[src/rtl/tqvp_dlmiles_i2c_pkg.sv]
// Shared definitions for the I2C master byte sequencer: PHY command codes,
// TX entry direction encoding and sequencer state encodings.
package tqvp_dlmiles_i2c_pkg;

  typedef enum logic [1:0] {
    CMD_START = 2'd0,
    CMD_STOP  = 2'd1,
    CMD_WBIT  = 2'd2,
    CMD_RBIT  = 2'd3
  } phy_cmd_e;

  localparam logic DIR_TXD = 1'b0;
  localparam logic DIR_RXD = 1'b1;

  typedef enum logic [2:0] {
    ST_IDLE  = 3'd0,
    ST_START = 3'd1,
    ST_LOAD  = 3'd2,
    ST_BITS  = 3'd3,
    ST_ACK   = 3'd4,
    ST_STOP  = 3'd5
  } seq_state_e;

  localparam logic [2:0] BIT_FIRST = 3'd7;
  localparam logic [2:0] BIT_LAST  = 3'd0;

  // TX entry layout: [8]=direction, [7:0]=write byte or read flags
  function automatic logic entry_is_read(input logic [8:0] entry);
    return entry[8] == DIR_RXD;
  endfunction

endpackage

[src/rtl/tqvp_dlmiles_i2c_seq.sv]
// I2C master byte sequencer: turns {dir,data} TX FIFO entries into START/STOP
// and per-bit PHY commands, collects ACKs and pushes read bytes to the RX FIFO.
module tqvp_dlmiles_i2c_seq
  import tqvp_dlmiles_i2c_pkg::*;
#(
  parameter bit NACK_FLUSH = 1'b1
) (
  input  logic       clk,
  input  logic       rst_n,
  input  logic       ctl_enable_i,
  input  logic       stb_restart_i,
  input  logic       stb_stop_i,
  input  logic       stb_clear_i,
  input  logic [8:0] i2c_txd_data_i,
  input  logic       i2c_txd_valid_i,
  output logic       i2c_txd_ready_o,
  output logic [7:0] i2c_rxd_data_o,
  output logic       i2c_rxd_valid_o,
  input  logic       st_rx_full_i,
  output logic [1:0] phy_cmd_o,
  output logic       phy_wbit_o,
  output logic       phy_cmd_valid_o,
  input  logic       phy_cmd_ready_i,
  input  logic       phy_done_i,
  input  logic       phy_rbit_i,
  output logic       tx_flush_o,
  output logic       st_busy_o,
  output logic       st_nack_o
);

  seq_state_e state_r;
  phy_cmd_e   cmd_r;
  logic       wbit_r;
  logic       cmd_valid_r;
  logic       wait_r;
  logic [2:0] bitcnt_r;
  logic [7:0] shift_r;
  logic       dir_r;
  logic       ack_flag_r;
  logic [7:0] rx_data_r;
  logic       restart_pend_r;
  logic       stop_pend_r;
  logic       busy_r;
  logic       nack_r;
  logic       flush_r;

  phy_cmd_e   issue_cmd_s;
  logic       issue_wbit_s;
  logic       pop_s;

  // Command the current state wants to issue to the PHY
  always_comb begin
    issue_cmd_s  = CMD_START;
    issue_wbit_s = 1'b0;
    case (state_r)
      ST_BITS: begin
        if (dir_r == DIR_RXD) begin
          issue_cmd_s = CMD_RBIT;
        end else begin
          issue_cmd_s  = CMD_WBIT;
          issue_wbit_s = shift_r[7];
        end
      end
      ST_ACK: begin
        if (dir_r == DIR_RXD) begin
          issue_cmd_s  = CMD_WBIT;
          issue_wbit_s = ack_flag_r;
        end else begin
          issue_cmd_s = CMD_RBIT;
        end
      end
      ST_STOP: issue_cmd_s = CMD_STOP;
      default: issue_cmd_s = CMD_START;
    endcase
  end

  // Pop decision in LOAD; a read entry waits while the RX FIFO has no room
  always_comb begin
    pop_s = 1'b0;
    if ((state_r == ST_LOAD) && !restart_pend_r && ctl_enable_i && i2c_txd_valid_i &&
        !(entry_is_read(i2c_txd_data_i) && st_rx_full_i)) begin
      pop_s = 1'b1;
    end else begin
      pop_s = 1'b0;
    end
  end

  // Sequencer FSM, PHY handshake, shift register and status flags
  always_ff @(posedge clk or negedge rst_n) begin
    if (!rst_n) begin
      state_r        <= ST_IDLE;
      cmd_r          <= CMD_START;
      wbit_r         <= 1'b0;
      cmd_valid_r    <= 1'b0;
      wait_r         <= 1'b0;
      bitcnt_r       <= 3'd0;
      shift_r        <= 8'h00;
      dir_r          <= 1'b0;
      ack_flag_r     <= 1'b0;
      rx_data_r      <= 8'h00;
      restart_pend_r <= 1'b0;
      stop_pend_r    <= 1'b0;
      busy_r         <= 1'b0;
      nack_r         <= 1'b0;
      flush_r        <= 1'b0;
    end else begin
      flush_r <= 1'b0;
      if (stb_stop_i) stop_pend_r <= 1'b1;
      if (stb_restart_i && (state_r != ST_IDLE)) restart_pend_r <= 1'b1;
      if (stb_clear_i) nack_r <= 1'b0;

      case (state_r)
        ST_IDLE: begin
          if (ctl_enable_i && i2c_txd_valid_i) state_r <= ST_START;
        end
        ST_LOAD: begin
          if (restart_pend_r) begin
            restart_pend_r <= 1'b0;
            state_r        <= ST_START;
          end else if (!ctl_enable_i) begin
            state_r <= ST_STOP;
          end else if (pop_s) begin
            dir_r      <= i2c_txd_data_i[8];
            ack_flag_r <= i2c_txd_data_i[0];
            shift_r    <= i2c_txd_data_i[7:0];
            bitcnt_r   <= BIT_FIRST;
            state_r    <= ST_BITS;
          end else if (!i2c_txd_valid_i && stop_pend_r) begin
            state_r <= ST_STOP;
          end
        end
        default: begin
          // One command outstanding: issue, hold until accepted, then await done
          if (wait_r) begin
            if (phy_done_i) begin
              wait_r <= 1'b0;
              case (state_r)
                ST_START: state_r <= ST_LOAD;
                ST_BITS: begin
                  shift_r <= {shift_r[6:0], phy_rbit_i};
                  if (bitcnt_r == BIT_LAST) begin
                    rx_data_r <= {shift_r[6:0], phy_rbit_i};
                    state_r   <= ST_ACK;
                  end else begin
                    bitcnt_r <= bitcnt_r - 3'd1;
                  end
                end
                ST_ACK: begin
                  if ((dir_r == DIR_TXD) && phy_rbit_i) begin
                    nack_r  <= 1'b1;
                    flush_r <= NACK_FLUSH;
                    state_r <= ST_STOP;
                  end else begin
                    state_r <= ST_LOAD;
                  end
                end
                ST_STOP: begin
                  busy_r      <= 1'b0;
                  stop_pend_r <= 1'b0;
                  state_r     <= ST_IDLE;
                end
                default: state_r <= ST_IDLE;
              endcase
            end
          end else if (cmd_valid_r) begin
            if (phy_cmd_ready_i) begin
              cmd_valid_r <= 1'b0;
              wait_r      <= 1'b1;
              if (state_r == ST_START) busy_r <= 1'b1;
            end
          end else begin
            cmd_valid_r <= 1'b1;
            cmd_r       <= issue_cmd_s;
            wbit_r      <= issue_wbit_s;
          end
        end
      endcase
    end
  end

  assign phy_cmd_o       = cmd_r;
  assign phy_wbit_o      = wbit_r;
  assign phy_cmd_valid_o = cmd_valid_r;
  assign i2c_txd_ready_o = pop_s;
  assign i2c_rxd_data_o  = rx_data_r;
  // The RX push coincides with acceptance of the master ACK/NACK bit
  assign i2c_rxd_valid_o = (state_r == ST_ACK) && (dir_r == DIR_RXD) && cmd_valid_r && phy_cmd_ready_i;
  assign tx_flush_o      = flush_r;
  assign st_busy_o       = busy_r;
  assign st_nack_o       = nack_r;

endmodule

[config.mk]
export PLATFORM = sky130hd
export DESIGN_NAME = tqvp_dlmiles_i2c_seq
export DESIGN_NICKNAME = d
export VERILOG_FILES = /design/src/rtl/tqvp_dlmiles_i2c_pkg.sv /design/src/rtl/tqvp_dlmiles_i2c_seq.sv
export SDC_FILE = /design/constraint.sdc
export NUM_CORES = 1
export LEC_CHECK = 0
export CORE_ASPECT_RATIO = 1.4
export CORE_MARGIN = 3
export CORE_UTILIZATION = 50
export CTS_CLUSTER_SIZE = 16
export DETAILED_ROUTE_END_ITERATION = 12
export HOLD_SLACK_MARGIN = 0.15
export PLACE_DENSITY_LB_ADDON = 0.1
export SLEW_MARGIN = 0
export SYNTH_ARGS = -nofsm -noshare
export SYNTH_HDL_FRONTEND = slang
export SYNTH_SLANG_ARGS = --single-unit
[constraint.sdc]
create_clock -name clk -period 4 [get_ports clk]
set_input_delay 0.8 -clock clk [delete_from_list [all_inputs] [get_ports clk]]
set_output_delay 0.8 -clock clk [all_outputs]
set_load 0.01 [all_outputs]
# After elaboration in Yosys (flattened, before gate mapping)
# Index checks and enable logic that the tools add are counted.
# Widths: inputs -> output; s select.
dict set report totals {
  regBits 34
  latch_bits 0
  ram_bits 0
  mem_bits_ro 0
  out_inout_bits 17
  n_memories 0
}
dict set report op_classes {
  addsub 1
  n_mul 0
  div 0
  magnitude_cmp 0
  n_eq_ne 14
  n_shift 0
  muxes 64
  bitwise 6
  n_reduce_logical 35
}
# cell count
set ops {}
lappend ops {{$mux 3} 16}
lappend ops {{$mux 8} 6}
lappend ops {{$mux 1} 36}
lappend ops {{$pmux 8 s2} 1}
lappend ops {{$logic_and 1x1->1} 12}
lappend ops {{$ne 2x2->1 const B} 6}
lappend ops {{$pmux 3 s2} 2}
lappend ops {{$reduce_bool 2->1} 6}
lappend ops {{$reduce_and 5->1} 2}
lappend ops {{$pmux 3 s3} 1}
lappend ops {{$reduce_bool 3->1} 3}
lappend ops {{$reduce_and 8->1} 1}
lappend ops {{$reduce_and 7->1} 1}
lappend ops {{$eq 3x2->1 const B} 2}
lappend ops {{$eq 3x3->1 const B} 2}
lappend ops {{$logic_not 3->1} 2}
lappend ops {{$not 1->1} 6}
lappend ops {{$pmux 2 s3} 1}
lappend ops {{$reduce_and 6->1} 1}
lappend ops {{$ne 5x4->1 const B} 1}
lappend ops {{$ne 4x4->1 const B} 1}
lappend ops {{$reduce_and 4->1} 1}
lappend ops {{$eq 3x1->1 const B} 1}
lappend ops {{$logic_not 1->1} 3}
lappend ops {{6 further kinds} 6}

# Logic depth before layout (Yosys ltp)
# Gate-level depths: netlist of run 1.
dict set report logic_depth {
  word_depth 10
  mapped_depth 6
}

# Worst setup path after synthesis of run 1
# No wires, ideal clock.
dict set report synth_timing {
  kind {reg2out}
  from {reg state_r[2]}
  to {out i2c_txd_ready_o}
  arrival_ps 1290
  path_slack_ps 1910
  path_stages_with_launch 4
  path_cell_list {dfrtp_1 -> buf_6 -> or3b_4 -> nor4b_4}
}
dict set report synth_via {
  elab_chain_cells 6
}
# item line_no
set synth_lines {}
lappend synth_lines {{start, declared} tqvp_dlmiles_i2c_seq.sv:31} ;# seq_state_e state_r;
lappend synth_lines {{start signal, assigned} tqvp_dlmiles_i2c_seq.sv:91} ;# state_r <= ST_IDLE;
lappend synth_lines {{start signal, assigned} tqvp_dlmiles_i2c_seq.sv:114} ;# if (ctl_enable_i && i2c_txd_valid_i) state_r <= ST_START;
lappend synth_lines {{start signal, assigned} tqvp_dlmiles_i2c_seq.sv:119} ;# state_r <= ST_START;
lappend synth_lines {{$eq 3x2->1} tqvp_dlmiles_i2c_seq.sv:80} ;# if ((state_r == ST_LOAD) && !restart_pend_r && ctl_enable_i && i2c_txd_valid_i &&
lappend synth_lines {{$logic_and 1x1->1 (4 in a row)} tqvp_dlmiles_i2c_seq.sv:80}
lappend synth_lines {{$mux 1} tqvp_dlmiles_i2c_seq.sv:80}
lappend synth_lines {{end, declared} tqvp_dlmiles_i2c_seq.sv:16} ;# output logic i2c_txd_ready_o,
# No other way between the ends.

# Final worst setup path of run 1
dict set report layout_timing {
  from {in i2c_txd_valid_i}
  to {out i2c_txd_ready_o}
}
dict set report layout_via {
  elab_chain_cells 3
}
# item line_no
set layout_lines {}
lappend layout_lines {{start, declared} tqvp_dlmiles_i2c_seq.sv:15} ;# input logic i2c_txd_valid_i,
lappend layout_lines {{$logic_and 1x1->1 (2 in a row)} tqvp_dlmiles_i2c_seq.sv:80}
lappend layout_lines {{$mux 1} tqvp_dlmiles_i2c_seq.sv:80}
# No other way between the ends.

==> impl_metrics.ini, run 1 <==
[outcome]
status = completed

[drt]
drc_errors = 0
dr.first_iter.drc_count = 34
met1Wirelength_mm = 1.57
vias_per_cell = 5.66
drt-total-wl_mm = 3.93
route.met3.wl_um = 193
topRoutingLayerUsed = met4
first_pass_iters = 4
vias = 1403
ant_nets = 0
wl_per_cell_um = 15.9
wl_met2_mm = 2.12

[worst_setup_path]
r2r_setup_slack_ps = 1480
worst-path-max-fanout = 5
start_kind = primary input
r2r_start = state_r[2]$_DFFE_PN0P_
r2r_cells = 5
rr_endpoint = shift_r[7]$_DFFE_PN0P_
crit_type = primary input to output port
worstSetupEndpointType = output port
worstPathRequired_ps = 3200
critical_path_arrival_ps = 2400

[clock_network]
tritoncts = yes
cts_setup_buffers = 0
clockBufferDepth = 2
holdBufCountCts = 0
cts_resized = 0
cts_max_level = 2
clkLatencyLatePin_ps = 290
cts.clk_slew.worst_paths_ps = 70
clock-sinks = 34
cts_buffers = 5
clock_tree.root_cell = clkbuf_8

[placement]
dp_hpwl_mm = 2.84
post_dp_cell_area_um2 = 2110
place.gp.congestion = 0.877
post-place-ws_ps = 808
portBuffers = 36

[worst_hold_path]
hold_depth = 1
hold_start = i2c_rxd_data_o[0]$_DFFE_PN0P_
min_path_type = register to register
whs_endpoint = i2c_rxd_data_o[0]$_DFFE_PN0P_

[die]
die_area_um2 = 4200
core_region_area_um2 = 3210
die_w_um = 55.7
die_h_um = 75.5
io_pins = 37
rows = 24
initial_core_util = 0.537

[layout]
final_area_um2 = 2250
nFillCells = 248
final_cell_mix = 36 x clkdlybuf4s50_1, 34 x dfrtp_1, 32 x nand2_1
layout_commonest_cell = clkdlybuf4s50_1
drive_gt1_frac = 0.158
antenna_cells = 0
fin_nets = 230
area_growth_pct = 30.4

[sta]
hold_violations = 0
whs_ps = 507
setup_ws_ps = 801
clock.fmax_ghz = 0.313
totalNegativeSetupSlack_ps = 0
max_slew_margin = 0.550
setup_viol = 0
final_max_slew_viol_count = 0
finClkSkew_ps = 5.54
worstMarginPinSlew_ps = 671
rsz0062_at_grt = no
period_share = 0.800
fin_crit_ps = 3200

[yosys]
synth-main-ff-cell = dfrtp_1
synth-seq-cells = 34
netlist_instances = 170
async_reset_ff_frac = 1.00
yosysUniqueCellTypes = 38
ys_seq_area_frac = 0.493
synth-edff-count = 0
syn_nets = 192
synth_warnings = 0
syn_avg_cell_area_um2 = 10.2
netlist_area_um2 = 1730

[power]
power_mw = 1.52
peakVddDrop_mv = 0.427
p_leak_nw = 1.01
p_per_area_nw_per_um2 = 673

[global_routing]
grt_use_total = 0.202
grt_pass1_wl_mm = 6.62
overflow = 0
antenna_found_initial = 0
grt_pass1_vias = 1500
grt_max_degree = 35

[flow_run]
drv_cap = 0
cells by family (layout without fill, tap and decap cells):
kind of cell	after synthesis	in the layout	synth area share
multiplexers	20	20	0.130
flip-flops	34	34	0.493
XOR/XNOR	1	1	0.00507
buffers and inverters	13	52	0.0391
AO/OA/AOI/OAI	29	29	0.115
AND/OR/NAND/NOR	71	71	0.204
adder cells (fa/ha/maj)	2	2	0.0145
cell type report:
| type | count | area, um^2 | area share |
|---|---|---|---|
| clock buffer | 6 | 82.6 | 0.0367 |
| clock inverter | 2 | 60.1 | 0.0267 |
| inverter | 5 | 18.8 | 0.00833 |
| multi-input combinational | 123 | 808 | 0.359 |
| sequential | 34 | 851 | 0.378 |
| tap | 39 | 48.8 | 0.0217 |
| timing repair buffer | 39 | 383 | 0.170 |
synthesized netlist by cell type, drive strengths merged (2+ instances only):
cell	count	area share
o21ai	5	0.014
a21oi	5	0.014
nand2	32	0.070
and3	2	0.0072
a31oi	3	0.011
nand3b	2	0.0087
ha	2	0.014
inv	5	0.011
mux2	19	0.12
dfrtp	34	0.49
nor2b	2	0.0072
nand2b	4	0.014
clkbuf	5	0.011
nor2	16	0.035
nor3	4	0.014
buf	3	0.017
a41o	2	0.012
nand3	3	0.0087
o211ai	2	0.0087
o22ai	2	0.0072
nor3b	3	0.013
metrics by stage:
| step | utilization | std cells |
|---|---|---|
| 5_1_grt | 0.701 | 248 |
| 3_3_place_gp | 0.657 | 240 |
| 2_1_floorplan | - | 170 |
| 6_report | 0.701 | 248 |
| 3_5_place_dp | 0.657 | 240 |
| 4_1_cts | 0.701 | 248 |
layer usage:
layer	vias to the layer above	track usage
li1	668	-
met1	687	0.221
met2	43	0.371
met3	5	0.0458
met4	0	0.100
met5	-	0
report_power, final:
group          internal, mW  switching [mW]  total (mW)  leakage [nW]
logic                 0.269           0.262       0.531         0.526
clock network         0.266           0.126       0.391        0.0714
registers             0.453           0.141       0.594         0.417
total                 0.988           0.528        1.52          1.01
worst max-delay path by stage:
stage / slack [ps] / depth (start not counted) / from / end
6_report: 800 / 4 / i2c_txd_valid_i / i2c_txd_ready_o
4_1_cts: 800 / 4 / i2c_txd_valid_i / i2c_txd_ready_o
3_3_place_gp: 830 / 4 / i2c_txd_valid_i / i2c_txd_ready_o
3_5_place_dp: 810 / 4 / i2c_txd_valid_i / i2c_txd_ready_o
5_1_grt: 720 / 3 / state_r[2]$_DFFE_PN0P_ / i2c_txd_ready_o
2_1_floorplan: 1910 / 3 / state_r[2]$_DFFE_PN0P_ / i2c_txd_ready_o
state kept, by name, indices dropped and copies added, names as in the netlist, 2 cells and up:
name	cells
shift_r	8
state_r	3
phy_cmd_o	2
bitcnt_r	3
i2c_rxd_data_o	8
critical path, cell delays in order:
cell             delay [ps]
clkdlybuf4s50_1         550
nand2_1                 150
nor4b_4                 300
clkdlybuf4s50_1         590
Power figures use the tool's default switching activity.
==> inputs of run 2 (changes only) <==
--- a/config.mk
+++ b/config.mk
@@ -7,7 +7,7 @@
 export LEC_CHECK = 0
 export CORE_ASPECT_RATIO = 1.4
 export CORE_MARGIN = 3
-export CORE_UTILIZATION = 50
+export CORE_UTILIZATION = 45
 export CTS_CLUSTER_SIZE = 16
 export DETAILED_ROUTE_END_ITERATION = 12
 export HOLD_SLACK_MARGIN = 0.15
==> constraint.sdc (replaced) <==
create_clock -name clk -period 2.68 [get_ports clk]
set_input_delay 0.536 -clock clk [delete_from_list [all_inputs] [get_ports clk]]
set_output_delay 0.536 -clock clk [all_outputs]
set_load 0.01 [all_outputs]
==> impl_metrics.ini, run 2 (synthesis gave the netlist of run 1 again) <==
[outcome]
status = completed

[power]
p_per_area_nw_per_um2 = 924
p_leak_nw = 1.03
peakVddDrop_mv = 0.583

[drt]
dr.first_iter.drc_count = 39
drc_errors = 0
drt-total-wl_mm = 3.88
ant_nets = 0
vias_per_cell = 5.52
wl_per_cell_um = 15.0
first_pass_iters = 4
vias = 1423

[global_routing]
grt_max_degree = 35
grt.met3_usage = 0.0504
grt_pass1_vias = 1441
antenna_found_initial = 0
grt_pass1_wl_mm = 6.38
overflow = 0
grtUsageMet2 = 0.301
grt_use_total = 0.182
gr-usage-met1 = 0.208
grt_most_used_layer = met2

[sta]
setup_viol = 0
max_slew_margin = 0.622
period_share = 0.967
hold_violations = 0
clock.fmax_ghz = 0.386
fin_crit_ps = 2590
finClkSkew_ps = 4.65
worstMarginPinSlew_ps = 563
totalNegativeSetupSlack_ps = 0
final_max_slew_viol_count = 0
rsz0062_at_grt = no
whs_ps = 506

[clock_network]
holdBufCountCts = 0
tritoncts = yes
cts_resized = 0
cts_setup_buffers = 0
clkLatencyLatePin_ps = 290
cts.clk_slew.worst_paths_ps = 70
clock_tree.root_cell = clkbuf_8
cts_buffers = 5
cts_max_level = 2
clock-sinks = 34
clockBufferDepth = 2

[placement]
dp_hpwl_mm = 2.82
portBuffers = 36
place.gp.congestion = 0.840

[worst_setup_path]
crit_slowest_cell = clkdlybuf4s50_1
r2r_cells = 5
crit_type = primary input to output port
crit_path_frequent_cell = clkdlybuf4s50_1
start_kind = primary input
path_cells = clkdlybuf4s50_1 -> nand2_1 -> nor4b_4 -> clkdlybuf4s50_1
setup.worst_path.start = ctl_enable_i
worstPathRequired_ps = 2140
cpPeakStageDelay_ps = 600
worstSetupEndpointType = output port
critical_path_arrival_ps = 2060
worst-path-max-fanout = 3
r2r_setup_slack_ps = 540
rr_endpoint = shift_r[2]$_DFFE_PN0P_
r2r_start = state_r[2]$_DFFE_PN0P_

[layout]
area_growth_pct = 30.4
drive_gt1_frac = 0.185
layout_commonest_cell = clkdlybuf4s50_1
final_cell_mix = 36 x clkdlybuf4s50_1, 34 x dfrtp_1, 32 x nand2_1
antenna_cells = 0
fin_nets = 238
post-route-util = 0.613

[die]
core_region_area_um2 = 3680
rows = 26
die_h_um = 79.3
die_w_um = 58.4
io_pins = 37
die_area_um2 = 4630
initial_core_util = 0.470

[flow_run]
drv_cap = 0

[worst_hold_path]
whs_endpoint = i2c_rxd_data_o[1]$_DFFE_PN0P_
min_path_type = register to register
hold_depth = 1
hold_start = i2c_rxd_data_o[1]$_DFFE_PN0P_
run 2: cell count changes in the layout (fill, tap and decap cells not counted):
cell       before  now
clkinv_2        0    2
clkbuf_8        6    5
bufinv_16       2    0
buf_4           3   11
run 2: per-stage QoR:
| stage | total power [mW] | setup slack (ps) | cells | instance area (um^2) |
|---|---|---|---|---|
| after floorplan | 1.43 | 661 | 170 | 1730 |
| final | 2.08 | 87.3 | 258 | 2250 |
| after global placement | 1.70 | 125 | 251 | 2170 |
| after CTS | 2.10 | 111 | 258 | 2250 |
| after global routing | 2.25 | 49.5 | 258 | 2250 |
| after detailed placement | 1.74 | 116 | 251 | 2170 |
run 2: worst max path at each step:
stage	end	slack [ps]	depth (start not counted)
4_1_cts	i2c_txd_ready_o	110	4
5_1_grt	i2c_txd_ready_o	50	4
3_3_place_gp	i2c_txd_ready_o	130	4
2_1_floorplan	shift_r[0]$_DFFE_PN0P_	660	6
6_report	i2c_txd_ready_o	90	4
3_5_place_dp	i2c_txd_ready_o	120	4
run 2: worst max-delay path: cells and delay by family:
family | cells | cell delay [ps]
buffers and inverters | 2 | 1080
and+or+nand+nor | 2 | 440
run 2: area by class of cell:
type,instances,area (um^2)
fill,336,1420
clock inverter,2,10.0
inverter,5,18.8
timing repair buffer,47,443
sequential,34,851
multi-input combinational,123,808
clock buffer,5,68.8
tap,42,52.6
run 2: layer usage:
metal	part of all wire	wire length, um	vias to the layer above
li1	-	-	683
met1	0.41	1600	678
met2	0.50	1940	49
met3	0.054	211	13
met4	0.033	129	0
met5	0	0	-
run 2: power by group:
group	internal (mW)	leakage, nW	switching, mW	total (mW)
registers	0.677	0.417	0.130	0.807
logic	0.447	0.566	0.472	0.919
clock network	0.174	0.0438	0.182	0.356
total	1.30	1.03	0.784	2.08
==> RTL edit: new RTL, settings of run 2 <==
Register the output `i2c_txd_ready_o`; this adds one clock of latency there. The other outputs are not delayed to match.
--- a/src/rtl/tqvp_dlmiles_i2c_seq.sv
+++ b/src/rtl/tqvp_dlmiles_i2c_seq.sv
@@ -182,5 +182,7 @@
   assign phy_wbit_o      = wbit_r;
   assign phy_cmd_valid_o = cmd_valid_r;
-  assign i2c_txd_ready_o = pop_s;
+  always_ff @(posedge clk) begin
+    i2c_txd_ready_o <= pop_s;
+  end
   assign i2c_rxd_data_o  = rx_data_r;
   // The RX push coincides with acceptance of the master ACK/NACK bit
Formal check against the unedited RTL: not equivalent (Yosys sat finds a counterexample within 10 cycles, from zero or initial values and one cycle with rst_n low).
==> RTL edit against run 2 <==
Area after synthesis up 0.94%; power up 7.3%; sequential cell count is 1 higher; count of clock-buffer cells in the layout up 1; worst setup slack gained 170 ps; register-to-register slack better by 50 ps; synthesized cell count shrank 10%; maximum frequency is 6.9% higher; sequential share of layout area increased by 0.53 points; worst hold slack got worse by 22 ps; global-route usage down 0.12 points; cell count fell by 7.8%; design area is 0.94% higher; wire length fell by 0.64%.
==> RTL edit: results (changes against run 2) <==
first-pass GRT wire length=6510 um (+1.9%); Synth Area in Adders=1.44% (-0.014 points); inverter count=6 (+1); Clock buffer cells=6 (+1); register area share after synthesis=50.0% (+0.69 points); clock skew=3.91 ps (-0.747 ps); asr flop ratio synth=97.1% (-2.9 points); final net count=217 (-8.8%); Synth cell types=40 (+5.3%); post-synthesis mux area share=17.9% (+5.0 points); pre-CTS setup slack=299 ps (+183 ps); dpl cells=230 (-8.4%); WL/cell=16.2 um (+7.7%); Clock buf/inv share=5.17% (+1.7 points); Worst Hold Path EP=st_nack_o$_DFF_PN0_; hold path startpoint=st_nack_o$_DFF_PN0_; Mapped Nets=175 (-8.9%); utilization after layout=61.8% (+0.58 points); crit path DAT=1890 ps (-170 ps); Vias=1,350 (-5.1%); comb_multi_in=106 (-14%); crit path capture=i2c_rxd_valid_o; clock sink count=35 (+2.9%); Seq area share=38.3% (+0.53 points); worst reg2reg endpoint=state_r[0]$_DFFE_PN0P_; Non-Filler Instances=238 (-7.8%); placed cell areas=2160 um^2 (-0.81%); Layout fillers=316 (-6.0%); fraction of area in multi-input gates=35.7% (-0.17 points); CP peak stage delay=550 ps (-50 ps); minimum clock period=2430 ps (-167 ps); synth top area cells=dfrtp_1, mux2_2, nor2_1; status=finished, final reports clean; Slew HR=63.7% (+1.5 points); reg-to-reg startpoint=state_r[0]$_DFFE_PN0P_; leakage=1.00 nW (-2.5%); cells on worst reg2reg path=4 (-1); reg-to-reg slack, setup=590 ps (+50 ps); Avg Inst Size Synth=11.4 um^2 (+12%); count of plain and timing-repair buffers=41 (-13%); CP max FO=14 (+11); WHS=484 ps (-21.7 ps); Synth Area in Compound Gates=11.9% (+0.39 points)
## RTL edit: changes by cell type after synthesis, sizes merged, moves of 3 or more
cell,run 2,this run
mux2,19,26
o31ai,0,3
nand2,32,11
a21oi,5,9
## RTL edit: cells by family (layout without fill, tap and decap cells)
family | Yosys count | in the layout
flip-flops | 35 | 35
AND/OR/NAND/NOR | 48 | 48
multiplexers | 28 | 28
buffers and inverters | 12 | 55
XOR/XNOR | 1 | 1
adder cells (fa/ha/maj) | 2 | 2
AO/OA/AOI/OAI | 27 | 27
## RTL edit: routing by layer
metal	vias up	global-route usage [%]	wire [um]
met4	0	5.67	63
met5	-	0	0
li1	640	-	-
met3	9	4.69	204
met1	658	21.3	1530
met2	43	31.7	2050
## RTL edit: where the power goes
group / leakage [nW] / internal [mW] / total [mW] / switching (mW)
Combinational: 0.500 / 0.457 / 0.837 / 0.380
Clock: 0.0612 / 0.301 / 0.492 / 0.191
Sequential: 0.440 / 0.719 / 0.906 / 0.187
Total: 1.00 / 1.48 / 2.23 / 0.758
